<file path="config.mk">
export PLATFORM = sky130hd
export DESIGN_NAME = ffo6_rr_arbiter
export DESIGN_NICKNAME = d
export VERILOG_FILES = /design/src/rtl/ffo6_rr_arbiter.sv
export SDC_FILE = /design/constraint.sdc
export NUM_CORES = 1
export LEC_CHECK = 0
export BUFFER_PORTS_ARGS = -buffer_cell sky130_fd_sc_hd__buf_2
export CORE_AREA = 2 2 45 56
export DETAILED_ROUTE_END_ITERATION = 10
export DIE_AREA = 0 0 47 58
export PLACE_DENSITY = 0.72
export SYNTH_ARGS = -nofsm -noshare
export SYNTH_HDL_FRONTEND = slang
export SYNTH_SLANG_ARGS = --single-unit
</file>
<file path="constraint.sdc">
create_clock -name clk_i -period 3.8 [get_ports clk_i]
set_clock_uncertainty 0.1 [all_clocks]
set_input_delay 0.19 -clock clk_i [delete_from_list [all_inputs] [get_ports clk_i]]
set_output_delay 0.19 -clock clk_i [all_outputs]
set_load 0.05 [all_outputs]
</file>
<file path="src/rtl/ffo6_rr_arbiter.sv">
// Six-requester round-robin arbiter: rotated MSB-first find-first-one, registered one-hot grant.
// Optional grant watchdog enabled by defining FFO6_ARB_WATCHDOG_EN.
module ffo6_rr_arbiter #(
  parameter bit          FIXED_PRI = 1'b0,
  parameter int unsigned HOLD_MAX  = 200
) (
  input  logic       clk_i,
  input  logic       rst_i,
  input  logic [5:0] req_i,
  input  logic       ack_i,
  output logic [5:0] grant_o,
  output logic [2:0] grant_id_o,
  output logic       busy_o,
  output logic       timeout_o,
  output logic [2:0] timeout_id_o,
  output logic       state_o
);

  // Handshake: req_i is a level held until granted; grant_o is registered one-hot;
  // ack_i is a 1-cycle pulse honoured only while a grant is active.

  typedef enum logic {IDLE = 1'b0, GRANT = 1'b1} state_t;

  state_t     state_q, state_d;
  logic [2:0] last_q;
  logic [5:0] req_rot;
  logic [3:0] rot_sum;
  logic [2:0] rr_id, win_id;
  logic       withdraw, expire, release_now;

  if (HOLD_MAX < 1 || HOLD_MAX > 255) begin : g_hold_max_out_of_range
    $error("HOLD_MAX must be in 1..255");
  end

  function automatic logic [2:0] ffo6(input logic [5:0] v);
    logic [2:0] idx;
    idx = 3'd0;
    for (int i = 0; i < 6; i++) if (v[i]) idx = 3'(i);
    return idx;
  endfunction

  // Rotating by last puts requester last-1 at the MSB, so it wins first.
  always_comb begin
    req_rot = 6'({req_i, req_i} >> last_q);
    rot_sum = {1'b0, ffo6(req_rot)} + {1'b0, last_q};
    rr_id   = (rot_sum >= 4'd6) ? 3'(rot_sum - 4'd6) : rot_sum[2:0];
    win_id  = FIXED_PRI ? ffo6(req_i) : rr_id;
  end

  assign withdraw = ~|(req_i & grant_o);

  always_comb begin
    state_d     = state_q;
    release_now = 1'b0;
    case (state_q)
      IDLE:    if (|req_i) state_d = GRANT;
      GRANT: begin
        release_now = ack_i | withdraw | expire;
        if (release_now) state_d = IDLE;
      end
      default: state_d = IDLE;
    endcase
  end

  always_ff @(posedge clk_i) begin
    if (rst_i) begin
      state_q    <= IDLE;
      grant_o    <= 6'd0;
      grant_id_o <= 3'd7;
      last_q     <= 3'd0;
    end else begin
      state_q <= state_d;
      if (state_q == IDLE && state_d == GRANT) begin
        grant_o    <= 6'd1 << win_id;
        grant_id_o <= win_id;
      end else if (release_now) begin
        grant_o    <= 6'd0;
        grant_id_o <= 3'd7;
        last_q     <= grant_id_o;
      end
    end
  end

`ifdef FFO6_ARB_WATCHDOG_EN
  localparam logic [7:0] HOLD_LAST = 8'(HOLD_MAX - 1);
  logic [7:0] wd_cnt_q;

  // An ack or withdraw in the expiry cycle takes precedence over the timeout.
  assign expire = (state_q == GRANT) && (wd_cnt_q == HOLD_LAST) && !ack_i && !withdraw;

  always_ff @(posedge clk_i) begin
    if (rst_i) begin
      wd_cnt_q     <= 8'd0;
      timeout_o    <= 1'b0;
      timeout_id_o <= 3'd7;
    end else begin
      wd_cnt_q  <= (state_q == GRANT) ? wd_cnt_q + 8'd1 : 8'd0;
      timeout_o <= expire;
      if (expire) timeout_id_o <= grant_id_o;
    end
  end
`else
  assign expire       = 1'b0;
  assign timeout_o    = 1'b0;
  assign timeout_id_o = 3'd7;
`endif

  assign busy_o  = |grant_o;
  assign state_o = state_q;

endmodule

</file>
==> flow_summary.yaml, run 1 <==
synth:
  synthTopCellsByCount: "14 x nor2_1, 13 x dfxtp_1, 12 x mux2i_1"
  netlist.area_leader.share: 0.2462
  synthFlopType: "dfxtp_1"
  ys_top_cells_by_area: "dfxtp_1 25%, mux2i_1 11%, nor2_1 5.0%"
  syn_area_um2: 1057
  synth_warnings: 0
  synth_edf_count: 0
  synth_cells: 121
  synth.distinct_cells: 49
  synth-seq-cells: 13
  ys_seq_area_frac: 0.2462
  synth_top_area_cell: "dfxtp_1"
  ys_async_sr_fraction: 0
  avgSynthCellArea_um2: 8.738
  yosys.cell_count.top_type: "nor2_1"
sta:
  hold_ws_ns: 0.1455
  fin_tns_setup_ns: 0
  rsz0062_at_grt: "false"
  fin_crit_sh: 0.9151
  setup-violations-final: 0
  fmax_mhz: 287.6
  drv_slew: 0
  final_hold_viol_count: 0
  min_period_ns: 3.477
clocking:
  htreeDepth: 1
  clock_path_buffers: 2
  numCtsBuffers: 3
  cts_root_buffer: "clkbuf_4"
  cts_num_sinks: 13
  ctsHoldBuffers: 0
  clock_latency_ns: 0.28
  cts_setup_buffers: 0
  clk_pin_slew_ns: 0.08
  cts_resized: 0
  cts_tree: "built"
routing:
  num_vias: 968
  first_iter_violations: 26
  wl_met1_mm: 1.123
  antenna_left: 0
  wl_met3_um: 39
  wl_met2_mm: 1.341
  drcViolationCount: 0
  post_drt_wl_per_cell_um: 14.81
  vias_per_cell: 5.661
  drt_first_pass_iters: 4
  dr.max_layer_used: "met4"
  wirelength_mm: 2.533
critical_path:
  cp.arrival_ns: 3.60
  cp.required_ns: 3.92
  crit_path_max_fanout: 11
  crit_path_max_incr_delay_ns: 0.49
  cpMostUsedCell: "mux2i_1"
  crit_path_cell_trace: "mux2_2 > mux2i_1 > a21oi_1 > a2111oi_0 > o221ai_1 > ha_1 > fa_1 > xnor2_2 > or2_2 > mux2i_1 > a32oi_1 > nor2_1"
  crit_path_start_kind: "flop"
  critPathCaptureType: "flop"
  path_class: "reg2reg"
  crit_path_top_delay_cell: "dfxtp_2"
layout:
  utilization: 0.5475
  fin_nets: 154
  final-seq-area_um2: 261.5
  syn2layout_area_growth_pct: 13.25
  num_antenna_cells: 0
  fill_cells: 207
  multi_input_area_um2: 745.7
  drive_gt1_frac: 0.2643
power:
  design_power_total_mw: 1.177
  cellPowerDensity_nw_per_um2: 982.8
  power_leakage_nw: 0.5106
  irDropWorstVdd_mv: 0.5947
die:
  start_util: 0.4834
  fp.dieArea_um2: 2726
  die_w_um: 47
  rows: 19
  die-height_um: 58
  io_pins: 24
  core_um2: 2187
status:
  outcome: "finished, final reports clean"
grt:
  gr-total-overflow: 0
  grt_use_total: 0.2027
  grt_pass1_vias: 901
  grt_pass1_wl_mm: 4.064
  grt_max_degree: 16
  antenna_found_initial: 0
flow_run:
  maxCapViolCount: 0
placement:
  io_buffers: 19
  place_congestion: 0.8582
  dp_hpwl_mm: 1.942
worst_hold_path:
  worstHoldPathType: "in2reg"
layout by cell type (no fill, tap or decap), types with 2 or more instances in the layout:
cell	n
nor2_1	14
buf_4	3
nor3_1	3
conb_1	4
mux2i_1	12
o21ai_0	2
clkbuf_4	3
nand2b_1	3
nor3b_1	2
a22oi_1	4
buf_2	19
a21oi_1	4
dfxtp_1	12
mux2_2	3
o21bai_1	3
a21o_1	3
a32oi_1	2
inv_1	2
ha_1	3
nand2_1	8
final cells by class:
cell class / instances / area share
clock buffers: 4 / 0.02194
inverters: 2 / 0.006270
multi-input cells: 99 / 0.6228
flip-flops and latches: 13 / 0.2184
well taps: 31 / 0.03239
repair buffers: 22 / 0.09822
per-layer routing:
metal  global-route usage  vias to the layer above
met2               0.3307                       13
met3              0.02804                        4
met1               0.2685                      468
li1                     -                      483
met5                    0                        -
met4              0.06746                        0
registers in the layout, indices dropped and copies added (netlist names):
| name | flops |
|---|---|
| grant_o | 6 |
| grant_id_o | 3 |
| state_o | 1 |
| last_q | 3 |
worst paths after layout:
check	start	endpoint	slack (ns)	cells after the start
setup / recovery	last_q[1]	grant_o[5]	0.32	12
hold / removal	rst_i	last_q[1]	0.15	2
setup reg to reg	last_q[1]	grant_o[5]	0.32	12
hold reg to reg	grant_o[3]	grant_o[3]	0.39	2
power breakdown:
group / switching [mW] / leakage, nW / internal, mW
clock: 0.0448 / 0.0150 / 0.0408
combinational: 0.518 / 0.388 / 0.307
sequential: 0.0786 / 0.107 / 0.188
total: 0.641 / 0.511 / 0.536
worst max-delay path, delay by kind of cell, from the launching register on:
family | cells | cell delay [ns]
AO/OA/AOI/OAI | 4 | 0.76
flip-flops | 1 | 0.49
AND/OR/NAND/NOR | 2 | 0.42
XOR/XNOR | 1 | 0.20
adder cells (fa/ha/maj) | 2 | 0.64
multiplexers | 3 | 0.82
cells by family (layout without fill, tap and decap cells):
kind of cell    Yosys count  in the layout  share of synthesized area
flops                    13             13                     0.2462
compound gates           33             33                     0.2462
other cells               2              4                   0.007103
buf+inv                  11             28                    0.06273
simple gates             40             40                     0.2071
mux                      16             16                     0.1598
xor+xnor                  2              2                    0.01657
fa+ha+maj                 4              4                    0.05444
stage by stage:
| stage | instance area, um^2 | setup slack (ns) | instances |
|---|---|---|---|
| 6_report | 1197 | 0.3228 | 171 |
| 4_1_cts | 1189 | 0.1040 | 171 |
| 3_3_place_gp | 1162 | 0.2525 | 167 |
| 2_1_floorplan | 1065 | 0.5206 | 123 |
| 5_1_grt | 1197 | 0.08844 | 171 |
| 3_5_place_dp | 1162 | 0.1183 | 167 |
Note: power is estimated with default switching activity, not from simulation.
==> run 2, diff against run 1 <==
Settings changed: CAP_MARGIN from default to 20, CORE_AREA 2 2 45 56 to 8 8 51 62, DIE_AREA 0 0 47 58 to 0 0 59 70.
Clock period 3.8 ns to 4.23 ns, I/O delays scaled along.
==> run 2 against run 1 <==
Setup slack improved by 0.15 ns. Sequential cell count stayed put. Sequential share of layout area is 0.45 points higher. Register-to-register slack improved by 0.15 ns. Clock power down 7.1%. Cell area down 2.5%. Clock-buffer cell count down 1. Power shrank 13%. Highest routed layer unchanged.
==> flow_summary.yaml, run 2 (same netlist as run 1, synthesis figures left out) <==
status:
  outcome: "finished, final reports clean"
power:
  p_switching_uw: 568.9
  power_leakage_nw: 0.4923
  pwr-share-seq: 0.236
  clockPowerShare: 0.077
  swShare: 0.5534
  comb_power_share: 0.687
  cellPowerDensity_nw_per_um2: 880.5
  irDropWorstVdd_mv: 0.9059
  p_int_uw: 459.0
layout:
  syn2layout_area_growth_pct: 10.41
  largest-register: "grant_o"
  layout_commonest_cell: "buf_2"
  reg_top3: "grant_o (6), grant_id_o (3), last_q (3)"
  largest_register_ffs: 6
  drive_gt1_frac: 0.2409
  num_antenna_cells: 0
  mostFrequentLayoutCells: "19 x buf_2, 14 x nor2_1, 13 x dfxtp_1"
  fin_nets: 151
grt:
  antenna_found_initial: 0
  grt_pass1_wl_mm: 4.222
  gr-total-overflow: 0
  grt_max_degree: 20
  grt_pass1_vias: 957
  grt_use_total: 0.1258
die:
  die_w_um: 59
  core_um2: 2187
  io_pins: 24
  rows: 19
  fp.dieArea_um2: 4130
  start_util: 0.4834
  die-height_um: 70
sta:
  slew_headroom: 0.5985
  min_period_ns: 3.762
  drv_slew: 0
  final_hold_viol_count: 0
  fin_tns_setup_ns: 0
  hold_ws_ns: 0.1494
  fin_crit_sh: 0.8894
  fmax_mhz: 265.8
  tightest_slew_ns: 0.6015
  rsz0062_at_grt: "false"
  setup-violations-final: 0
flow_run:
  maxCapViolCount: 0
clocking:
  htreeDepth: 1
  cts_tree: "built"
  cts_resized: 0
  clock_latency_ns: 0.29
  cts_setup_buffers: 0
  cts_num_sinks: 13
  ctsHoldBuffers: 0
  cts_root_buffer: "clkbuf_4"
  clk_pin_slew_ns: 0.08
  numCtsBuffers: 3
  clock_path_buffers: 2
critical_path:
  reg2reg_slack_ns: 0.47
  cp.arrival_ns: 3.85
  path_class: "reg2reg"
  cp.required_ns: 4.32
  crit_path_max_fanout: 11
  critPathCaptureType: "flop"
  crit_path_start_kind: "flop"
routing:
  antenna_left: 0
  drcViolationCount: 0
  first_iter_violations: 22
  num_vias: 961
  vias_per_cell: 5.720
  wirelength_mm: 2.547
  post_drt_wl_per_cell_um: 15.16
  drt_first_pass_iters: 4
placement:
  io_buffers: 19
  place_congestion: 0.8935
  dp_hpwl_mm: 1.993
worst_hold_path:
  worstHoldPathType: "in2reg"
-- run 2: cell count changes in the layout (fill, tap and decap cells not counted) --
cell      delta
clkbuf_1     -1
clkinv_2     +1
xnor2_2      -1
dfxtp_2      -1
dfxtp_1      +1
xnor2_1      +1
buf_4        -3
-- run 2: area by class of cell --
class | instances | area (um^2)
Clock buffer | 3 | 22.52
Clock inverter | 1 | 5.005
Fill cell | 204 | 1020
Inverter | 2 | 7.507
Multi-Input combinational cell | 99 | 738.2
Sequential cell | 13 | 260.3
Tap cell | 31 | 38.79
Timing Repair Buffer | 19 | 95.09
-- run 2: final timing paths --
check / from / endpoint / cells past startpoint
max: last_q[1] / grant_o[0] / 11
min: rst_i / last_q[0] / 2
max reg2reg: last_q[1] / grant_o[0] / 11
min reg2reg: grant_o[3] / grant_o[3] / 2
-- run 2: per-layer routing --
metal	up-vias	global-route usage	routed length [um]	part of all wire
li1	478	-	-	-
met1	451	0.1447	1121	0.44
met2	24	0.2092	1288	0.51
met3	8	0.02747	74	0.029
met4	0	0.06133	63	0.025
met5	-	0	0	0
-- run 2: stage by stage --
stage	total power [mW]	cells	setup WS, ns	util	instance area, um^2
2_1_floorplan	0.8172	123	0.9506	-	1065
3_3_place_gp	0.9382	164	0.6709	0.5212	1140
3_5_place_dp	0.9475	164	0.5268	0.5212	1140
4_1_cts	1.030	168	0.4905	0.5338	1167
5_1_grt	1.101	168	0.08766	0.5338	1167
6_report	1.028	168	0.4680	0.5338	1167
-- run 2: power by group through the flow --
stage / Combinational, mW / Sequential (mW) / Clock, mW
finish: 0.706 / 0.243 / 0.0795
global route: 0.764 / 0.251 / 0.0870
CTS: 0.707 / 0.241 / 0.0824
detailed placement: 0.703 / 0.244 / 0
global placement: 0.696 / 0.242 / 0
floorplan: 0.489 / 0.328 / 0
-- run 2: critical path, stage by stage, from the launching register on --
cell,delay (ns)
dfxtp_1,0.66
mux2_2,0.40
mux2i_1,0.21
nor3b_1,0.26
a31oi_1,0.10
a311oi_1,0.50
ha_1,0.33
a21o_1,0.16
a21oi_2,0.28
nand2_1,0.09
mux2_2,0.28
o41ai_1,0.30
